File: config.mk
export PLATFORM = sky130hd
export DESIGN_NAME = mips_alu_md
export DESIGN_NICKNAME = d
export VERILOG_FILES = /design/src/rtl/mips_alu_md.sv
export SDC_FILE = /design/constraint.sdc
export NUM_CORES = 1
export LEC_CHECK = 0
export ABC_AREA = 1
export BUFFER_PORTS_ARGS = -buffer_cell sky130_fd_sc_hd__buf_2
export CORE_MARGIN = 2
export CORE_UTILIZATION = 25
export DETAILED_ROUTE_END_ITERATION = 8
export MAX_ROUTING_LAYER = met4
export SLEW_MARGIN = 20
export SYNTH_ARGS = -nofsm -noshare
export SYNTH_HDL_FRONTEND = slang
export SYNTH_SLANG_ARGS = --single-unit
File: constraint.sdc
create_clock -name clk -period 4.5 [get_ports clk]
set_clock_uncertainty 0.15 [all_clocks]
set_input_delay 0.45 -clock clk [delete_from_list [all_inputs] [get_ports clk]]
set_output_delay 0.45 -clock clk [all_outputs]
set_load 0.1 [all_outputs]
File: src/rtl/mips_alu_md.sv
// Execute-stage ALU with a valid/ready request/response handshake and optional iterative mul/div owning HI/LO.
// Define MIPS_ALU_MULDIV_EN to build the radix-2 multiply/divide unit; without it ops 11-14 return 0 in one cycle.
module mips_alu_md #(
    parameter int W = 32
) (
    input  logic         clk,
    input  logic         rst_n,
    input  logic         req_valid,
    output logic         req_ready,
    input  logic [3:0]   op,
    input  logic [W-1:0] src1,
    input  logic [W-1:0] src2,
    output logic         resp_valid,
    input  logic         resp_ready,
    output logic [W-1:0] result,
    output logic         zero,
    output logic         ovf,
    output logic [W-1:0] hi,
    output logic [W-1:0] lo,
    output logic         busy
);
    localparam int SHW = $clog2(W);

    typedef enum logic [3:0] {
        OP_ADD  = 4'd0,  OP_SUB   = 4'd1,  OP_AND  = 4'd2,  OP_OR   = 4'd3,
        OP_XOR  = 4'd4,  OP_NOR   = 4'd5,  OP_SLT  = 4'd6,  OP_SLTU = 4'd7,
        OP_SLL  = 4'd8,  OP_SRL   = 4'd9,  OP_SRA  = 4'd10, OP_MULT = 4'd11,
        OP_MULTU = 4'd12, OP_DIV  = 4'd13, OP_DIVU = 4'd14, OP_RSVD = 4'd15
    } op_e;

    typedef enum logic [1:0] {
        S_IDLE,
        S_RESP
`ifdef MIPS_ALU_MULDIV_EN
        , S_ITER
`endif
    } state_e;

    state_e         r_state;
    logic [W-1:0]   r_result;
    logic           r_zero;
    logic           r_ovf;

    op_e            w_op;
    logic           w_accept;
    logic [SHW-1:0] w_shamt;
    logic [W-1:0]   w_sum;
    logic [W-1:0]   w_diff;
    logic [W-1:0]   w_alu_res;
    logic           w_alu_ovf;

    assign w_op     = op_e'(op);
    assign w_shamt  = src2[SHW-1:0];
    assign w_sum    = src1 + src2;
    assign w_diff   = src1 - src2;

    assign req_ready  = (r_state == S_IDLE) || ((r_state == S_RESP) && resp_ready);
    assign w_accept   = req_valid && req_ready;
    assign resp_valid = (r_state == S_RESP);
    assign result     = r_result;
    assign zero       = r_zero;
    assign ovf        = r_ovf;

    always_comb begin
        // NOTE: defaults first so every path assigns both outputs; a missing branch would otherwise infer a latch.
        w_alu_res = '0;
        w_alu_ovf = 1'b0;
        case (w_op)
            OP_ADD: begin
                w_alu_res = w_sum;
                w_alu_ovf = (src1[W-1] == src2[W-1]) && (w_sum[W-1] != src1[W-1]);
            end
            OP_SUB: begin
                w_alu_res = w_diff;
                w_alu_ovf = (src1[W-1] != src2[W-1]) && (w_diff[W-1] != src1[W-1]);
            end
            OP_AND:  w_alu_res = src1 & src2;
            OP_OR:   w_alu_res = src1 | src2;
            OP_XOR:  w_alu_res = src1 ^ src2;
            OP_NOR:  w_alu_res = ~(src1 | src2);
            OP_SLT:  w_alu_res = {{(W-1){1'b0}}, ($signed(src1) < $signed(src2))};
            OP_SLTU: w_alu_res = {{(W-1){1'b0}}, (src1 < src2)};
            OP_SLL:  w_alu_res = src1 << w_shamt;
            OP_SRL:  w_alu_res = src1 >> w_shamt;
            OP_SRA:  w_alu_res = $signed(src1) >>> w_shamt;
            default: ;
        endcase
    end

`ifdef MIPS_ALU_MULDIV_EN
    localparam logic [SHW:0] CNT_INIT = (SHW+1)'(W);
    localparam logic [SHW:0] CNT_ONE  = (SHW+1)'(1);

    // r_wa: product high / partial remainder; r_wb: multiplier / dividend shifting into quotient.
    logic [SHW:0]   r_cnt;
    logic [W-1:0]   r_wa;
    logic [W-1:0]   r_wb;
    logic [W-1:0]   r_opb;
    logic [W-1:0]   r_src1;
    logic [W-1:0]   r_hi;
    logic [W-1:0]   r_lo;
    logic           r_is_div;
    logic           r_neg_res;
    logic           r_neg_rem;
    logic           r_dz;

    logic           w_md_op;
    logic           w_signed_md;
    logic [W-1:0]   w_abs1;
    logic [W-1:0]   w_abs2;
    logic [W:0]     w_msum;
    logic [W:0]     w_shift;
    logic [W:0]     w_ddiff;
    logic [W-1:0]   w_nxt_wa;
    logic [W-1:0]   w_nxt_wb;
    logic [2*W-1:0] w_prod;
    logic [W-1:0]   w_fin_hi;
    logic [W-1:0]   w_fin_lo;

    assign w_md_op     = (w_op == OP_MULT) || (w_op == OP_MULTU) || (w_op == OP_DIV) || (w_op == OP_DIVU);
    assign w_signed_md = (w_op == OP_MULT) || (w_op == OP_DIV);
    assign w_abs1      = (w_signed_md && src1[W-1]) ? -src1 : src1;
    assign w_abs2      = (w_signed_md && src2[W-1]) ? -src2 : src2;

    // Magnitudes iterate unsigned; signs are re-applied on the final step.
    assign w_msum   = {1'b0, r_wa} + (r_wb[0] ? {1'b0, r_opb} : '0);
    assign w_shift  = {r_wa, r_wb[W-1]};
    assign w_ddiff  = w_shift - {1'b0, r_opb};
    assign w_nxt_wa = r_is_div ? (w_ddiff[W] ? w_shift[W-1:0] : w_ddiff[W-1:0]) : w_msum[W:1];
    assign w_nxt_wb = r_is_div ? {r_wb[W-2:0], ~w_ddiff[W]} : {w_msum[0], r_wb[W-1:1]};
    assign w_prod   = r_neg_res ? -{w_nxt_wa, w_nxt_wb} : {w_nxt_wa, w_nxt_wb};

    always_comb begin
        w_fin_hi = w_prod[2*W-1:W];
        w_fin_lo = w_prod[W-1:0];
        if (r_is_div) begin
            if (r_dz) begin
                w_fin_hi = r_src1;
                w_fin_lo = '1;
            end else begin
                w_fin_hi = r_neg_rem ? -w_nxt_wa : w_nxt_wa;
                w_fin_lo = r_neg_res ? -w_nxt_wb : w_nxt_wb;
            end
        end
    end

    assign busy = (r_state == S_ITER);
    assign hi   = r_hi;
    assign lo   = r_lo;
`else
    assign busy = 1'b0;
    assign hi   = '0;
    assign lo   = '0;
`endif

    // NOTE: all state updates use non-blocking assignments so every register samples pre-edge values.
    always_ff @(posedge clk or negedge rst_n) begin
        if (!rst_n) begin
            r_state  <= S_IDLE;
            r_result <= '0;
            r_zero   <= 1'b0;
            r_ovf    <= 1'b0;
`ifdef MIPS_ALU_MULDIV_EN
            r_cnt     <= '0;
            r_wa      <= '0;
            r_wb      <= '0;
            r_opb     <= '0;
            r_src1    <= '0;
            r_hi      <= '0;
            r_lo      <= '0;
            r_is_div  <= 1'b0;
            r_neg_res <= 1'b0;
            r_neg_rem <= 1'b0;
            r_dz      <= 1'b0;
`endif
        end else begin
            case (r_state)
`ifdef MIPS_ALU_MULDIV_EN
                S_ITER: begin
                    r_wa  <= w_nxt_wa;
                    r_wb  <= w_nxt_wb;
                    r_cnt <= r_cnt - CNT_ONE;
                    if (r_cnt == CNT_ONE) begin
                        r_hi     <= w_fin_hi;
                        r_lo     <= w_fin_lo;
                        r_result <= w_fin_lo;
                        r_zero   <= (w_fin_lo == '0);
                        r_ovf    <= 1'b0;
                        r_state  <= S_RESP;
                    end
                end
`endif
                default: begin
                    if (w_accept) begin
`ifdef MIPS_ALU_MULDIV_EN
                        if (w_md_op) begin
                            r_state   <= S_ITER;
                            r_cnt     <= CNT_INIT;
                            r_wa      <= '0;
                            r_wb      <= w_abs1;
                            r_opb     <= w_abs2;
                            r_src1    <= src1;
                            r_is_div  <= (w_op == OP_DIV) || (w_op == OP_DIVU);
                            r_neg_res <= w_signed_md && (src1[W-1] ^ src2[W-1]);
                            r_neg_rem <= w_signed_md && src1[W-1];
                            r_dz      <= (src2 == '0);
                        end else
`endif
                        begin
                            r_state  <= S_RESP;
                            r_result <= w_alu_res;
                            r_zero   <= (w_alu_res == '0);
                            r_ovf    <= w_alu_ovf;
                        end
                    end else if ((r_state == S_RESP) && resp_ready) begin
                        r_state <= S_IDLE;
                    end
                end
            endcase
        end
    end

endmodule

==> flow_summary.json <==
{
  "run_status": "finished clean",
  "ys_types": 39,
  "avgViaCountPerCell": 5.26,
  "cts_hold_buf": 0,
  "cts.sink_count": 35,
  "internal-power_w": 0.00107,
  "detailedRoute.firstIterationViolations": 1957,
  "clock_tree.buffer_depth": 2,
  "cp_max_fo": 23,
  "fp.dieW_um": 223,
  "cell_area_after_synthesis_um2": 12000,
  "worst-endpoint-arrival_ns": 3.68,
  "endpoint_kind": "flop",
  "finalSetupViolations": 0,
  "number_of_port_buffers": 107,
  "synth.top_cell.area_share_pct": 24.3,
  "max_clock_freq_mhz": 277,
  "tritoncts.num_buffers": 5,
  "critical_path_required_ns": 4.57,
  "post_cts_setup_buffer_count": 0,
  "start_kind": "primary input",
  "cts_resized": 0,
  "final_min_period_over_clock_period_pct": 80.3,
  "max_cap_violations": 0,
  "clock_power_share_pct": 14.5,
  "number_of_global_route_vias_before_repair": 14376,
  "clock_tree_from_tritoncts": "yes",
  "flow.area_growth_from_synthesis_pct": 7.75,
  "asyncSetResetFlopFracSynth_pct": 100,
  "rsz0062_at_grt": "false",
  "route.antenna.remaining_nets": 0,
  "fp.coreArea_um2": 47500,
  "top_level_ports": 173,
  "power-per-cell-area_nw_per_um2": 224,
  "total_leakage_power_nw": 7.21,
  "wl_mm": 59.3,
  "initial_core_util_pct": 25.3,
  "postSynthAreaPerCell_um2": 5.13,
  "p_sw_share_pct": 63.2,
  "detailroute.via_count": 15804,
  "largest_net_degree_at_the_start_of_global_routing": 61,
  "drive_above_1_share_pct": 7.45,
  "dominantRegCellSynth": "sky130_fd_sc_hd__dfrtp_1",
  "netlist.top_cell.by_area": "sky130_fd_sc_hd__nand2_1",
  "antenna_violations_before_repair": 0,
  "hold_removal_path_class": "primary input to async pin",
  "timing.final.crit_period_ns": 3.61,
  "root_buffer": "sky130_fd_sc_hd__clkbuf_16",
  "clk_pin_slew_worst_paths_ns": 0.06,
  "finalSetupTns_ns": 0,
  "detailedPlace.worstSlack_ns": 0.776,
  "final_hold_viol_count": 0,
  "syn_inst": 2342,
  "grt_overflow": 0,
  "wire_length_on_met3_mm": 5.64,
  "final_wtd_congestion": 1.07,
  "clk_latency_ns": 0.28,
  "cts.htree.levels": 2,
  "chipHeight_um": 223,
  "drcViolationCount": 0,
  "area_of_the_die_um2": 49800,
  "core.rowCount": 80,
  "nNetsFinal": 2560,
  "dr.pass1.iters": 7,
  "met2WireLength_mm": 27.1,
  "ys_seq_elements": 35,
  "groute.usage.overall_pct": 23.5,
  "synth_enable_flop_cells": 0,
  "netlist_top_cells_area": "sky130_fd_sc_hd__nand2_1, sky130_fd_sc_hd__nand3_1, sky130_fd_sc_hd__ha_1, sky130_fd_sc_hd__inv_1, sky130_fd_sc_hd__dfrtp_1",
  "slew_headroom_pct": 36.4,
  "detail_route.wirelength.met1_mm": 23.6,
  "num_antenna_cells": 0,
  "seq_power_share_pct": 13.7,
  "ys_seq_area_share_pct": 7.29,
  "dp.final_hpwl_mm": 49.2,
  "total_switching_power_w": 0.00183,
  "tightest_slew_ns": 0.953,
  "timing.setup.critical_path_class": "primary input to flop",
  "routedWlPerCell_um": 19.7,
  "final.setup.worst_slack_ns": 0.888,
  "synth_warnings": 0,
  "highest_layer_used_for_signal_routing": "met4",
  "slew_violations": 0,
  "power.ir.vdd_worst_v": 0.000159,
  "grt_first_pass_wirelength_mm": 86.8,
  "combinationalPowerShare_pct": 71.8
}
[metrics by stage]
stage | std cells | hold slack (ns) | instance area [um2] | utilization (%) | power [W]
CTS | 3003 | 0.136 | 12900 | 27.2 | 0.00285
detailed placement | 2995 | 0.312 | 12800 | 26.9 | 0.00243
global placement | 2995 | 0.312 | 12800 | 26.9 | 0.00244
global route | 3003 | 0.200 | 12900 | 27.2 | 0.00305
finish | 3003 | 0.117 | 12900 | 27.2 | 0.00290
floorplan | 2406 | 0.00441 | 12300 | - | 0.00196
[power by group through the flow]
stage | clock network (W) | registers (W) | logic (W)
2_1_floorplan | 0 | 0.000776 | 0.00119
3_3_place_gp | 0 | 0.000405 | 0.00204
3_5_place_dp | 0 | 0.000403 | 0.00203
4_1_cts | 0.000419 | 0.000399 | 0.00204
5_1_grt | 0.000435 | 0.000403 | 0.00221
6_report | 0.000419 | 0.000397 | 0.00208
[critical path, stage by stage]
cell	delay [ns]
sky130_fd_sc_hd__buf_2	0.38
sky130_fd_sc_hd__inv_2	0.30
sky130_fd_sc_hd__buf_4	0.26
sky130_fd_sc_hd__fa_1	0.44
sky130_fd_sc_hd__inv_1	0.12
sky130_fd_sc_hd__nand3_1	0.13
sky130_fd_sc_hd__nand3_1	0.22
sky130_fd_sc_hd__nand2_1	0.08
sky130_fd_sc_hd__nand3_1	0.07
sky130_fd_sc_hd__nand2_1	0.08
sky130_fd_sc_hd__nor2_1	0.38
sky130_fd_sc_hd__nand2_1	0.10
sky130_fd_sc_hd__nor2_1	0.14
sky130_fd_sc_hd__nand2_1	0.06
sky130_fd_sc_hd__nor2_1	0.15
sky130_fd_sc_hd__nand3_1	0.10
sky130_fd_sc_hd__nor2_1	0.09
sky130_fd_sc_hd__nand2_1	0.06
sky130_fd_sc_hd__nand2_1	0.06
[sequential cells by signal, indices dropped and copies added, names as in the netlist]
name     cells
zero         1
result      32
ovf          1
r_state      1
[layout make-up]
class / instances / area, um2
fillers: 5560 / 34600
flip-flops and latches: 35 / 876
multi-input cells: 1926 / 9300
clock inverters: 2 / 35.0
repair buffers: 135 / 758
inverters: 284 / 1070
well taps: 615 / 769
clock buffers: 6 / 139
[logic make-up (layout without fill, tap and decap cells)]
group	Yosys count	after routing	share of synthesized area, %
AND/OR/NAND/NOR	1558	1558	55.5
buffers and inverters	445	427	17.3
AO/OA/AOI/OAI	200	200	9.12
adder cells (fa/ha/maj)	101	101	10.6
flip-flops	35	35	7.29
XOR/XNOR	2	2	0.146
other	1	65	0.0312
[worst paths after layout]
path	from	endpoint	slack, ns	depth (start not counted)
worst max-delay path	src2[1]	zero	0.89	19
worst min register to register	result[18]	result[18]	0.33	2
worst min-delay path	rst_n	result[1]	0.12	1
min in group clk	resp_ready	r_state[0]	0.30	4
worst max register to register	r_state[0]	zero	1.72	12
max in group asynchronous	rst_n	result[16]	3.56	1
[cell usage after synthesis (4+ instances only)]
| cell | n |
|---|---|
| sky130_fd_sc_hd__a31oi_1 | 8 |
| sky130_fd_sc_hd__nor2_2 | 11 |
| sky130_fd_sc_hd__and2_1 | 4 |
| sky130_fd_sc_hd__a21oi_1 | 78 |
| sky130_fd_sc_hd__o21ai_0 | 63 |
| sky130_fd_sc_hd__o22ai_1 | 22 |
| sky130_fd_sc_hd__inv_1 | 269 |
| sky130_fd_sc_hd__nand4_1 | 34 |
| sky130_fd_sc_hd__o21ai_1 | 7 |
| sky130_fd_sc_hd__inv_2 | 14 |
| sky130_fd_sc_hd__ha_1 | 99 |
| sky130_fd_sc_hd__buf_1 | 9 |
| sky130_fd_sc_hd__nand2_1 | 779 |
| sky130_fd_sc_hd__buf_6 | 9 |
| sky130_fd_sc_hd__nor3_1 | 25 |
| sky130_fd_sc_hd__clkbuf_1 | 22 |
| sky130_fd_sc_hd__dfrtp_1 | 35 |
| sky130_fd_sc_hd__buf_2 | 45 |
| sky130_fd_sc_hd__o211ai_1 | 8 |
| sky130_fd_sc_hd__nand3b_1 | 5 |
| sky130_fd_sc_hd__o21bai_1 | 9 |
| sky130_fd_sc_hd__nand3_1 | 483 |
| sky130_fd_sc_hd__nor2_1 | 204 |
| sky130_fd_sc_hd__buf_4 | 76 |
| sky130_fd_sc_hd__nand2_2 | 5 |
[per-layer routing]
metal  track usage, %  up-vias
met2             37.9      878
met4             9.57        0
met3             2.78      157
met5                -        -
met1             29.9     7235
li1                 -     7534
[cells in the final DEF, fill, tap and decap left out, types with 2 or more instances in the layout]
| cell type | Yosys | layout |
|---|---|---|
| sky130_fd_sc_hd__nand2_1 | 779 | 779 |
| sky130_fd_sc_hd__nand3_1 | 483 | 483 |
| sky130_fd_sc_hd__inv_1 | 269 | 269 |
| sky130_fd_sc_hd__nor2_1 | 204 | 203 |
| sky130_fd_sc_hd__buf_2 | 45 | 107 |
| sky130_fd_sc_hd__ha_1 | 99 | 99 |
| sky130_fd_sc_hd__a21oi_1 | 78 | 78 |
| sky130_fd_sc_hd__conb_1 | 1 | 65 |
| sky130_fd_sc_hd__o21ai_0 | 63 | 63 |
| sky130_fd_sc_hd__dfrtp_1 | 35 | 35 |
| sky130_fd_sc_hd__nand4_1 | 34 | 34 |
| sky130_fd_sc_hd__buf_4 | 76 | 27 |
| sky130_fd_sc_hd__nor3_1 | 25 | 25 |
| sky130_fd_sc_hd__o22ai_1 | 22 | 22 |
| sky130_fd_sc_hd__inv_2 | 14 | 14 |
| sky130_fd_sc_hd__nor2_2 | 11 | 12 |
| sky130_fd_sc_hd__o21bai_1 | 9 | 9 |
| sky130_fd_sc_hd__o211ai_1 | 8 | 8 |
| sky130_fd_sc_hd__a31oi_1 | 8 | 8 |
| sky130_fd_sc_hd__o21ai_1 | 7 | 7 |
| sky130_fd_sc_hd__nand2_2 | 5 | 5 |
| sky130_fd_sc_hd__nand3b_1 | 5 | 5 |
| sky130_fd_sc_hd__clkbuf_16 | 0 | 5 |
| sky130_fd_sc_hd__and2_1 | 4 | 4 |
| sky130_fd_sc_hd__or2_2 | 2 | 2 |
| sky130_fd_sc_hd__o21a_1 | 2 | 2 |
| sky130_fd_sc_hd__nor3b_1 | 2 | 2 |
| sky130_fd_sc_hd__xor2_1 | 2 | 2 |
| sky130_fd_sc_hd__fa_1 | 2 | 2 |
No activity file was read; power rests on OpenSTA's default activity.
